**config.mk**
```make
export PLATFORM = sky130hd
export DESIGN_NAME = cache_fill_arbiter
export DESIGN_NICKNAME = d
export VERILOG_FILES = /design/src/rtl/cache_fill_arbiter_pkg.sv /design/src/rtl/cache_fill_arbiter_fill_counter.sv /design/src/rtl/cache_fill_arbiter.sv
export SDC_FILE = /design/constraint.sdc
export NUM_CORES = 1
export LEC_CHECK = 0
export ABC_CLOCK_PERIOD_IN_PS = 2900
export CAP_MARGIN = 20
export CORE_MARGIN = 1
export CORE_UTILIZATION = 41
export CTS_BUF_LIST = sky130_fd_sc_hd__clkbuf_16
export DETAILED_ROUTE_END_ITERATION = 7
export GPL_ROUTABILITY_DRIVEN = 0
export PLACE_DENSITY = 0.9
export SLEW_MARGIN = 20
export SYNTH_ARGS = -nofsm -noshare
export SYNTH_HDL_FRONTEND = slang
export SYNTH_SLANG_ARGS = --single-unit
```
**constraint.sdc**
```tcl
create_clock -name clk -period 2.9 [get_ports clk]
set_clock_uncertainty 0.15 [all_clocks]
set_input_delay 0.58 -clock clk [delete_from_list [all_inputs] [get_ports clk]]
set_output_delay 0.58 -clock clk [all_outputs]
set_load 0.02 [all_outputs]
```
**src/rtl/cache_fill_arbiter_pkg.sv**
```systemverilog
// Shared definitions for the cache fill arbiter: state encoding, block geometry
// defaults and block address helpers.
package cache_fill_arbiter_pkg;

  typedef enum logic [1:0] {
    IDLE    = 2'b00,
    I_FILL  = 2'b01,
    D_FILL  = 2'b10,
    D_STORE = 2'b11
  } state_t;

  localparam int          DEF_BLOCK_WORDS = 8;
  localparam int          DEF_MEM_LATENCY = 4;
  localparam logic [15:0] BLOCK_MASK      = 16'hFFF0;

  // Byte address of 16-bit word idx within the block starting at base.
  function automatic logic [15:0] word_addr(input logic [15:0] base, input logic [3:0] idx);
    return base + {11'd0, idx, 1'b0};
  endfunction

endpackage

```
**src/rtl/cache_fill_arbiter_fill_counter.sv**
```systemverilog
// 4-bit up-counter with enable, synchronous clear and a terminal-count flag.
// The owner gates i_en with o_tc where the count must saturate.
module fill_counter
  import cache_fill_arbiter_pkg::*;
#(
  parameter int unsigned TC = DEF_BLOCK_WORDS
) (
  input  logic       clk,
  input  logic       i_clr,
  input  logic       i_en,
  output logic [3:0] o_cnt,
  output logic       o_tc
);

  logic [3:0] r_cnt;

  always_ff @(posedge clk) begin
    if (i_clr)
      r_cnt <= 4'd0;
    else if (i_en)
      r_cnt <= r_cnt + 4'd1;
  end

  assign o_cnt = r_cnt;
  assign o_tc  = (r_cnt == 4'(TC));

endmodule

```
**src/rtl/cache_fill_arbiter.sv**
```systemverilog
// Arbitrates I-cache fills, D-cache fills and write-through stores onto one
// memory port; fills issue back-to-back requests and stream returns to the caches.
module cache_fill_arbiter
  import cache_fill_arbiter_pkg::*;
#(
  parameter int BLOCK_WORDS = DEF_BLOCK_WORDS,
  parameter int MEM_LATENCY = DEF_MEM_LATENCY
) (
  input  logic        clk,
  input  logic        rst,
  input  logic        i_icache_miss,
  input  logic [15:0] i_icache_miss_addr,
  input  logic        i_dcache_miss,
  input  logic [15:0] i_dcache_miss_addr,
  input  logic        i_dstore_req,
  input  logic [15:0] i_dstore_addr,
  input  logic [15:0] i_dstore_data,
  input  logic [15:0] i_mem_data_out,
  input  logic        i_mem_data_valid,
  output logic [15:0] o_mem_addr,
  output logic        o_mem_en,
  output logic        o_mem_wr,
  output logic [15:0] o_mem_data_in,
  output logic [15:0] o_fill_data,
  output logic [15:0] o_fill_addr,
  output logic        o_icache_fill_we,
  output logic        o_dcache_fill_we,
  output logic        o_icache_fill_done,
  output logic        o_dcache_fill_done,
  output logic        o_dstore_done
);

  if (BLOCK_WORDS < 1 || BLOCK_WORDS > 15) begin : g_bad_block_words
    $error("BLOCK_WORDS must fit a saturating 4-bit counter");
  end
  if (MEM_LATENCY < 1) begin : g_bad_mem_latency
    $error("MEM_LATENCY must be at least one cycle");
  end

  state_t      r_state;
  logic [15:0] r_base;
  logic [15:0] r_st_data;

  logic       w_fill;
  logic       w_cnt_clr;
  logic       w_issue_en;
  logic       w_recv_en;
  logic [3:0] w_issue_cnt;
  logic [3:0] w_recv_cnt;
  logic       w_issue_tc;
  logic       w_recv_tc;
  logic       w_ret_last;

  assign w_fill     = (r_state == I_FILL) || (r_state == D_FILL);
  // Counters sit cleared in IDLE, so every grant starts from zero.
  assign w_cnt_clr  = rst || (r_state == IDLE);
  assign w_issue_en = w_fill && !w_issue_tc;
  assign w_recv_en  = w_fill && i_mem_data_valid;
  assign w_ret_last = w_recv_en && w_recv_tc;

  fill_counter #(.TC(BLOCK_WORDS)) u_issue_cnt (
    .clk   (clk),
    .i_clr (w_cnt_clr),
    .i_en  (w_issue_en),
    .o_cnt (w_issue_cnt),
    .o_tc  (w_issue_tc)
  );

  fill_counter #(.TC(BLOCK_WORDS - 1)) u_recv_cnt (
    .clk   (clk),
    .i_clr (w_cnt_clr),
    .i_en  (w_recv_en),
    .o_cnt (w_recv_cnt),
    .o_tc  (w_recv_tc)
  );

  always_ff @(posedge clk) begin
    if (rst) begin
      r_state   <= IDLE;
      r_base    <= 16'd0;
      r_st_data <= 16'd0;
    end else begin
      case (r_state)
        IDLE: begin
          if (i_dstore_req) begin
            r_state   <= D_STORE;
            r_base    <= i_dstore_addr;
            r_st_data <= i_dstore_data;
          end else if (i_dcache_miss) begin
            r_state <= D_FILL;
            r_base  <= i_dcache_miss_addr & BLOCK_MASK;
          end else if (i_icache_miss) begin
            r_state <= I_FILL;
            r_base  <= i_icache_miss_addr & BLOCK_MASK;
          end
        end
        I_FILL, D_FILL: if (w_ret_last) r_state <= IDLE;
        D_STORE:        r_state <= IDLE;
        default:        r_state <= IDLE;
      endcase
    end
  end

  assign o_mem_en      = w_issue_en || (r_state == D_STORE);
  assign o_mem_wr      = (r_state == D_STORE);
  assign o_mem_addr    = (r_state == D_STORE) ? r_base :
                         w_fill ? word_addr(r_base, w_issue_cnt) : 16'd0;
  assign o_mem_data_in = (r_state == D_STORE) ? r_st_data : 16'd0;

  assign o_fill_data        = w_fill ? i_mem_data_out : 16'd0;
  assign o_fill_addr        = w_fill ? word_addr(r_base, w_recv_cnt) : 16'd0;
  assign o_icache_fill_we   = (r_state == I_FILL) && i_mem_data_valid;
  assign o_dcache_fill_we   = (r_state == D_FILL) && i_mem_data_valid;
  assign o_icache_fill_done = (r_state == I_FILL) && w_ret_last;
  assign o_dcache_fill_done = (r_state == D_FILL) && w_ret_last;
  assign o_dstore_done      = (r_state == D_STORE);

endmodule

```
# After elaboration in Yosys (flattened, before gate mapping)
# Cells that the tools add are included.
# word_totals
wordCells	46
out_inout_bits	71
regBits	42
inputBits	86
# classes
addsub	4
reduce_logical	17
n_mux	13
n_eq_ne	7
# ops
cell	n
$mux W16	8
$add A16 B5 Y16	2
$add A4 B1 Y4 const B	2
$mux W2	4
$logic_and A1 B1 Y1	7
$pmux W2 S3	1
$reduce_and A2 Y1	3
$eq A2 B2 Y1 const B	2
$eq A4 B3 Y1 const B	1
$eq A4 B4 Y1 const B	1
$ne A4 B4 Y1 const B	1
$logic_or A1 B1 Y1	3
$reduce_bool A3 Y1	1
$eq A2 B1 Y1 const B	1
$logic_not A2 Y1	1
$ne A2 B2 Y1 const B	1
$reduce_or A2 Y1	1
$logic_not A1 Y1	1

# Logic depth before layout (Yosys ltp)
# Gate-level depths: netlist of the first run.
# depth
ltp_word	6
depth_mapped	7
mapped_depth_nobuf	7

# Modules after synthesis
# From an unflattened synthesis of the first run, not the netlist that was laid out.
# unflattened
cells_unflattened	417
area_unflattened_um2	3066.7
# modules_own_cells
mod	seq_area_each_um2	n_inst	cells_each	area_per_inst_um2
cache_fill_arbiter	680.7	1	379	2672.6
fill_counter at u_issue_cnt	80.1	1	20	207.7
fill_counter at u_recv_cnt	80.1	1	18	186.4

# Worst setup path after synthesis of the first run
# No wires, ideal clock.
# synth_timing
path_type	reg-to-output
from	reg u_recv_cnt.r_cnt[0], in the netlist u_recv_cnt.o_cnt[0]
to	out o_fill_addr[15]
n_path_buf	0
path_stages_with_launch	8
required_ps	2170
setup_slack_ps	-46
arrival_time_ps	2216
path_cell_list	dfxtp_1 -> ha_1 -> inv_1 -> fa_1 -> nand2b_1 -> a21o_1 -> or4_1 -> a21oi_1
# synth_between
elab_chain_cells	2
# synth_lines
element	line_no	source
start, declared	cache_fill_arbiter_fill_counter.sv:15	logic [3:0] r_cnt;
start signal, assigned	cache_fill_arbiter_fill_counter.sv:21	r_cnt <= r_cnt + 4'd1;
$add A16 B5 Y16	cache_fill_arbiter_pkg.sv:18	return base + {11'd0, idx, 1'b0};
$mux W16	cache_fill_arbiter.sv:111	assign o_fill_addr = w_fill ? word_addr(r_base, w_recv_cnt) : 16'd0;
end, declared	cache_fill_arbiter.sv:25	output logic [15:0] o_fill_addr,
# Every way passes these cells.

# Worst setup path in the final report of the first run
# layout_timing
from	reg u_recv_cnt.r_cnt[0], in the netlist u_recv_cnt.o_cnt[0]
to	out o_fill_addr[13]
# Same word-level chain as after synthesis.

==> results.md, run 1 <==
| Stage | Parameter | This run |
|---|---|---|
| sta | Total of endpoints with negative setup slack in the final report | 12 |
| worst setup path | Critical Path End Type | output port |
| clocking | TritonCTS sink count | 42 |
| route | DRC errors left | 0 |
| cells and area | Post-layout nets | 705 |
| sta | Peak Freq | 0.3266 GHz |
| place | Number of cells after detailed placement | 688 |
| clocking | Clock Latency Late Sink | 0.28 ns |
| sta | TNS Setup | -0.9469 ns |
| worst setup path | Startpoint of the worst-slack reg-to-reg timing path | r_state[0] |
| worst setup path | Maximum fanout count along the critical path | 6 |
| worst setup path | CP startpoint kind | register |
| logic synthesis | Area share of and/or/nand/nor cells after synthesis | 0.3109 |
| die | Die outline area | 0.007830 mm2 |
| clocking | Clock-pin slew on the worst setup and hold paths | 0.06 ns |
| grt | Number of global-route vias before repair | 3622 |
| worst hold path | Hold/Removal Path Class | register to register |
| die | Overall die width | 88.49 um |
| place | Worst slack, placed | -0.4652 ns |
| sta | Hold Vio Cnt, Final | 0 |
| logic synthesis | Unique masters post-synth | 43 |
| logic synthesis | Proportion of synthesized chip area in sequential cells | 0.2742 |
| sta | Headroom to the max-slew limit | 0.6422 |
| sta | Unrepaired setup endpoints after global routing | yes |
| power and ir drop | Clock network fraction of total power | 0.161 |
| clocking | Total clock buffers created by CTS | 5 |
| worst setup path | Slowest Stage Delay on Critical Path | 0.43 ns |
| grt | Pin count of the biggest net entering global routing | 27 |
| route | Average wire per standard cell | 16.14 um |
| power and ir drop | Max rail drop VDD | 0.0004916 V |
| logic synthesis | Yosys reg bits | 42 |
| die | Count of standard-cell rows | 31 |
| grt | Initial antenna violation count | 0 |
| cells and area | Filler cell count in the final layout | 537 |
| die | Die height | 88.49 um |
| place | Port Buf Inserts | 148 |
| grt | First-pass GRT wire length | 16.21 mm |
| sta | Fin worst setup slack | -0.1620 ns |
| cells and area | Post-layout instance count excluding filler cells | 702 |
| clocking | Post-cts hold buffer count | 0 |
| cells and area | Number of antenna diodes | 0 |
| worst setup path | Buffers and inverters on the worst path | 2 |
| logic synthesis | Total of warnings raised by yosys | 0 |
| worst setup path | Data required time of the worst path | 2.17 ns |
| power and ir drop | Share of power burned in combinational logic | 0.616 |
| cells and area | Leading cell types in the layout, fill and taps excluded | 115 x clkdlybuf4s50_1, 83 x nand2_1, 57 x buf_4 |
| logic synthesis | Synth Cell Area | 0.003067 mm2 |
| logic synthesis | Post-synthesis compound-gate area fraction | 0.2146 |
| route | Vias | 3907 |
| worst setup path | List of cells traversed by the critical path | ha_4, inv_2, fa_2, nand2b_4, a21o_4, or4_1, a21oi_2, buf_4 |
| logic synthesis | Syn Inst Count | 419 |
| logic synthesis | Synthesized area divided by synthesized cell count | 7.319 um2 |
| job | Max-cap violations | 0 |
| power and ir drop | Part of the total power dissipated in sequential elements | 0.223 |
| route | Vias per inst | 5.566 |
| power and ir drop | Reported net switching power | 1.517 mW |
| clocking | Clock tree from TritonCTS | yes |
| cells and area | Share of cells above drive strength 1 | 0.2289 |
| grt | Global route overflow | 0 |
| route | Routed WL | 11.33 mm |
| clocking | Root buffer cell | clkbuf_16 |
| outcome | Failing checks | setup timing |
| clocking | H-tree depth | 2 |
| logic synthesis | Xor/xnor share of the synthesized area | 0.02856 |
| worst setup path | Arrival time at the worst endpoint | 2.33 ns |
| die | Placeable core region | 0.007253 mm2 |
| cells and area | Layout Area Growth over Synthesis | 74.50% |
| cells and area | Most common library cell in the layout ignoring fill and taps | clkdlybuf4s50_1 |
| sta | Final clock period utilization by the worst path | 1.056 |
| outcome | Run status | finished with violations |
| power and ir drop | Pleak | 2.182 nW |
| sta | Pin slew with the least headroom to its limit | 0.5354 ns |
| clocking | Max Root-Sink Buffers | 2 |
| die | Initial Utilization | 0.4228 |
| worst setup path | Slowest library cell on the worst path | or4_1 |
| logic synthesis | Largest family of logic cells by synthesized area | simple AND/OR/NAND/NOR gates |
| worst setup path | Type of the worst setup path | register to output port |
| route | Count of antenna-violating nets left after detailed routing | 0 |
| worst setup path | Start point of the critical path | u_recv_cnt.o_cnt[0] |
| logic synthesis | Net count after synthesis | 522 |
| worst hold path | Startpoint of the lowest-slack hold path | r_st_data[8] |
| route | Initial DRC Count | 320 |
| power and ir drop | Power Dens Cells | 636.0 mW/mm2 |
| route | Length of the first detailed-routing pass in iterations | 5 |
| power and ir drop | Internal power | 1.886 mW |
| logic synthesis | Post-synthesis mux area share | 0.04570 |
| die | Number of top-level pins | 157 |
| logic synthesis | Synth Area in Adders | 0.07426 |
| grt | Tot GR Track Use | 0.2645 |
| place | Post-DP HPWL | 7.850 mm |
| sta | Fin Hold WS | 0.2999 ns |
| power and ir drop | Switching share of total power | 0.4459 |
| sta | Post-layout minimum cycle time | 3.062 ns |
| sta | Final-report max-slew violation count | 0 |
| worst setup path | Kind of cell adding the most delay to the critical path | simple AND/OR/NAND/NOR gates |
[registers in the layout (all words and copies together) (netlist names)]
name and count:
r_base 16, r_st_data 16, u_issue_cnt.o_cnt 4, u_recv_cnt.o_cnt 4
r_state 2
[cell usage after synthesis (all sizes together)]
master | instances | area [um2]
or4b | 2 | 20.02
ha | 15 | 187.7
o31ai | 9 | 72.57
nand4 | 2 | 12.51
nand3 | 12 | 65.06
o21a | 2 | 15.01
o41ai | 2 | 17.52
nand4b | 1 | 8.760
a22o | 3 | 26.28
and2 | 41 | 256.5
o311ai | 3 | 26.28
a21o | 4 | 30.03
or3 | 5 | 31.28
o31a | 1 | 8.760
or4 | 6 | 45.04
nor4b | 2 | 30.03
a221oi | 1 | 8.760
clkbuf | 23 | 86.33
fa | 2 | 40.04
buf | 5 | 27.53
a211oi | 5 | 37.54
and3 | 1 | 6.260
xor2 | 5 | 43.79
a21oi | 48 | 240.2
a211o | 2 | 17.52
xnor2 | 5 | 43.79
nor3b | 1 | 7.510
o211ai | 3 | 22.52
or2 | 4 | 27.53
nand2 | 83 | 311.6
nor2 | 18 | 67.56
nor3 | 1 | 5.000
nand3b | 2 | 15.01
o21ai | 21 | 105.1
inv | 12 | 45.04
mux2i | 14 | 140.1
dfxtp | 42 | 840.8
a22oi | 4 | 30.03
nand2b | 7 | 43.79
[final timing paths]
path                    endpoint  slack [ns]  cells past startpoint
min                 r_st_data[8]        0.30                      2
max              o_fill_addr[13]       -0.16                      8
min reg2reg         r_st_data[8]        0.30                      2
max reg2reg  u_recv_cnt.o_cnt[3]        0.98                      6
[stage by stage]
step | util | total power [mW] | area, um2
3_3_place_gp | 0.6807 | 2.657 | 4937
4_1_cts | 0.7045 | 3.274 | 5110
5_1_grt | 0.7378 | 3.603 | 5351
6_report | 0.7378 | 3.403 | 5351
3_5_place_dp | 0.6807 | 2.722 | 4937
2_1_floorplan | - | 1.838 | 3070
[kinds of logic (layout without fill, tap and decap cells)]
group,after synthesis,after routing
buffers and inverters,40,223
XOR/XNOR,10,10
adder cells (fa/ha/maj),17,17
AO/OA/AOI/OAI,108,109
AND/OR/NAND/NOR,188,188
flip-flops,42,42
multiplexers,14,14
[per-layer routing]
metal / part of all wire / track usage / routed length [um]
met5: 0 / 0 / 0
met4: 0.035 / 0.1144 / 400
met3: 0.078 / 0.04571 / 883
met2: 0.50 / 0.4741 / 5635
met1: 0.39 / 0.3092 / 4410
[worst min-delay path, cell delays in order, from the launching register on]
cell     delay (ns)
dfxtp_1        0.30
nand2_1        0.05
a21oi_1        0.05
[final cells by class]
| type | instances | area (um2) | area share |
|---|---|---|---|
| multi-input combinational | 338 | 2336 | 0.4365 |
| clock inverter | 3 | 17.52 | 0.003273 |
| timing repair buffer | 203 | 1861 | 0.3477 |
| tap | 99 | 123.9 | 0.02315 |
| clock buffer | 5 | 125.1 | 0.02338 |
| inverter | 12 | 45.04 | 0.008417 |
| sequential | 42 | 843.3 | 0.1576 |
[repair_timing]
item / 4_1_cts / 5_1_grt
buffers inserted: 1 / 5
gates resized for setup: 125 / 69
endpoints found under the setup margin: 31 / 26
pin swaps: 4 / 16
gates cloned: 0 / 1
[power groups by stage]
stage	clock (mW)	sequential, mW	combinational [mW]
after CTS	0.548	0.751	1.98
final	0.547	0.759	2.10
after detailed placement	0	0.761	1.96
after global routing	0.577	0.768	2.26
after global placement	0	0.750	1.91
after floorplan	0	0.758	1.08
No activity file was read; power rests on OpenSTA's default activity.
==> run 2: changes to the inputs <==
--- a/config.mk
+++ b/config.mk
@@ -17,3 +17,4 @@
 export SYNTH_ARGS = -nofsm -noshare
 export SYNTH_HDL_FRONTEND = slang
 export SYNTH_SLANG_ARGS = --single-unit
+export TNS_END_PERCENT = 1
==> run 2 against run 1 <==
Net effect:
- global-route usage down 0.87 points
- first-iteration DRC count down 31%
- setup slack got worse by 0.074 ns
- wire length shrank 10%
- utilization is 3.1 points lower
- cell count fell by 0.71%
- largest cell class unchanged
- sequential power is 0.7% lower
- register-to-register slack better by 0.03 ns
- combinational power decreased by 6%
- the run still ends with setup timing left
- count of clock-buffer cells in the layout did not move
- cell area fell by 4.2%
- worst hold slack got worse by 0.00077 ns
==> results.md, run 2 (synthesis results as in run 1) <==
| Stage | Parameter | This run | vs previous |
|---|---|---|---|
| outcome | Run status | finished with violations |  |
| outcome | Failing checks | setup timing |  |
| die | Overall die width | 88.49 um | unchanged |
| cells and area | Layout Area Growth over Synthesis | 67.12% |  |
| die | Die height | 88.49 um | unchanged |
| worst setup path | FF-to-FF End | u_recv_cnt.o_cnt[3] |  |
| sta | Final clock period utilization by the worst path | 1.081 | +0.02561 |
| die | Placeable core region | 0.007253 mm2 | unchanged |
| route | Count of antenna-violating nets left after detailed routing | 0 | unchanged |
| route | Length of the first detailed-routing pass in iterations | 4 | -1 |
| cells and area | Share of cells above drive strength 1 | 0.1806 | -0.04825 |
| sta | Unrepaired setup endpoints after global routing | yes |  |
| sta | Hold Vio Cnt, Final | 0 | unchanged |
| grt | Pin count of the biggest net entering global routing | 27 | unchanged |
| route | Vias per inst | 5.310 | -4.6% |
| worst setup path | Arrival time at the worst endpoint | 2.41 ns | +0.08 ns |
| worst setup path | Maximum fanout count along the critical path | 7 | +1 |
| sta | Fin worst setup slack | -0.2363 ns | -0.07428 ns |
| worst setup path | Slowest library cell on the worst path | or4_4 |  |
| cells and area | Leading cell types in the layout, fill and taps excluded | 115 x clkdlybuf4s50_1, 83 x nand2_1, 58 x buf_4 |  |
| grt | First-pass GRT wire length | 15.68 mm | -3.2% |
| sta | Peak Freq | 0.3188 GHz | -2.4% |
| worst setup path | Startpoint of the worst-slack reg-to-reg timing path | r_state[0] |  |
| worst hold path | Startpoint of the lowest-slack hold path | r_st_data[8] |  |
| sta | Headroom to the max-slew limit | 0.6414 | -0.0008480 |
| worst hold path | Hold path depth | 2 | unchanged |
| route | Vias | 3701 | -5.3% |
| clocking | Clock Latency Late Sink | 0.28 ns | about the same |
| cells and area | Post-Route Utilization | 0.7066 | -0.03122 |
| worst setup path | Critical Path End Type | output port |  |
| clocking | Total clock buffers created by CTS | 5 | unchanged |
| worst hold path | End of the worst hold path | r_st_data[8] |  |
| sta | Total of endpoints with negative setup slack in the final report | 9 | -3 |
| cells and area | Filler cell count in the final layout | 595 | +11% |
| place | Port Buf Inserts | 148 | unchanged |
| sta | TNS Setup | -0.7454 ns | +0.2015 ns |
| job | Max-cap violations | 0 | unchanged |
| clocking | H-tree depth | 2 | unchanged |
| route | Initial DRC Count | 222 | -31% |
| worst setup path | Type of the worst setup path | register to output port |  |
| die | Number of top-level pins | 157 | unchanged |
| cells and area | Post-layout nets | 700 | -0.71% |
| cells and area | Number of antenna diodes | 0 | unchanged |
| clocking | TritonCTS sink count | 42 | unchanged |
| worst hold path | Hold/Removal Path Class | register to register |  |
| worst setup path | Depth of the worst register-to-register path | 6 | unchanged |
| grt | Global route overflow | 0 | unchanged |
| clocking | Clock-pin slew on the worst setup and hold paths | 0.06 ns | about the same |
| worst setup path | CP startpoint kind | register |  |
| die | Initial Utilization | 0.4228 | unchanged |
| clocking | Max Root-Sink Buffers | 2 | unchanged |
| worst setup path | List of cells traversed by the critical path | ha_2, inv_1, fa_2, nand2b_4, a21o_1, or4_4, a21oi_2, buf_6 |  |
| sta | Fin Hold WS | 0.2992 ns | -0.0007670 ns |
| worst setup path | Slowest Stage Delay on Critical Path | 0.50 ns | +0.07 ns |
| sta | Pin slew with the least headroom to its limit | 0.5367 ns | +0.001268 ns |
| cells and area | Final std cell area, no fill | 0.005125 mm2 | -4.2% |
| place | Post-DP Area | 0.004937 mm2 | unchanged |
| worst setup path | Kind of cell adding the most delay to the critical path | simple AND/OR/NAND/NOR gates |  |
| worst setup path | Data required time of the worst path | 2.17 ns | about the same |
| clocking | Clock tree from TritonCTS | yes |  |
| power and ir drop | Power Dens Cells | 639.6 mW/mm2 | +0.57% |
| cells and area | Most common library cell in the layout ignoring fill and taps | clkdlybuf4s50_1 |  |
| route | DRC errors left | 0 | unchanged |
| worst setup path | Buffers and inverters on the worst path | 2 | unchanged |
| die | Die outline area | 0.007830 mm2 | unchanged |
| clocking | Post-cts hold buffer count | 0 | unchanged |
| sta | Post-layout minimum cycle time | 3.136 ns | +0.07428 ns |
| route | Routed WL | 10.17 mm | -10% |
| cells and area | Largest regs | r_base (16), r_st_data (16) |  |
| grt | Tot GR Track Use | 0.2559 | -0.008660 |
| power and ir drop | Max rail drop VDD | 0.0004931 V | +0.30% |
| worst setup path | Flop-to-flop setup slack | 1.01 ns | +0.03 ns |
| route | Average wire per standard cell | 14.59 um | -9.6% |
| grt | Number of global-route vias before repair | 3529 | -2.6% |
| power and ir drop | Pleak | 2.147 nW | -1.6% |
| grt | Initial antenna violation count | 0 | unchanged |
| clocking | Root buffer cell | clkbuf_16 |  |
| sta | Final-report max-slew violation count | 0 | unchanged |
| die | Count of standard-cell rows | 31 | unchanged |
| place | Post-DP HPWL | 7.850 mm | unchanged |
[run 2: routing by layer]
layer,vias up,track usage,wire length (um)
li1,1808,-,-
met1,1691,0.3064,4069
met2,173,0.4531,5082
met3,29,0.03731,755
met4,0,0.1144,260
met5,-,0,0
[run 2: cell type report]
type                    count  area, um2  area share
clock inverters             3      17.52    0.003418
repair buffers            199       1805      0.3523
inverters                  12      45.04    0.008789
clock buffers               5      125.1     0.02441
flip-flops and latches     42      842.1      0.1643
multi-input cells         337       2166      0.4226
well taps                  99      123.9     0.02417
[run 2: worst max path at each step]
stage	startpoint	to	cells after the start
2_1_floorplan	u_recv_cnt.o_cnt[0]	o_fill_addr[13]	7
3_3_place_gp	r_base[1]	o_fill_addr[15]	8
3_5_place_dp	u_recv_cnt.o_cnt[0]	o_fill_addr[15]	8
4_1_cts	r_state[0]	o_icache_fill_done	7
5_1_grt	u_recv_cnt.o_cnt[0]	o_fill_addr[15]	8
6_report	u_recv_cnt.o_cnt[0]	o_fill_addr[15]	8
[run 2: worst register-to-register path, delay by kind of cell, from the launching register on]
| kind | cells | cell delay, ns |
|---|---|---|
| and+or+nand+nor | 2 | 0.50 |
| AOI/OAI and AO/OA | 1 | 0.14 |
| adders and majority gates | 1 | 0.39 |
| buffers and inverters | 2 | 0.27 |
| DFF | 1 | 0.37 |
[run 2: what timing repair did]
action	CTS	global route
setup endpoints to repair	31	26
pin swaps	2	2
endpoints found under the hold margin	0	0
buffers inserted	0	1
cloned	0	0
gates resized for setup	103	31
[run 2: through the flow]
stage          instances  setup slack (ns)  power (mW)
4_1_cts              696           -0.2521       3.256
5_1_grt              697           -0.3175       3.488
6_report             697           -0.2363       3.278
3_5_place_dp         688           -0.4652       2.722
3_3_place_gp         688           -0.3895       2.657
2_1_floorplan        419           0.02248       1.838
[run 2: where the power goes]
part           total, mW  switching [mW]  internal [mW]
combinational       1.98            1.13          0.853
sequential         0.754          0.0762          0.678
clock              0.539           0.224          0.316
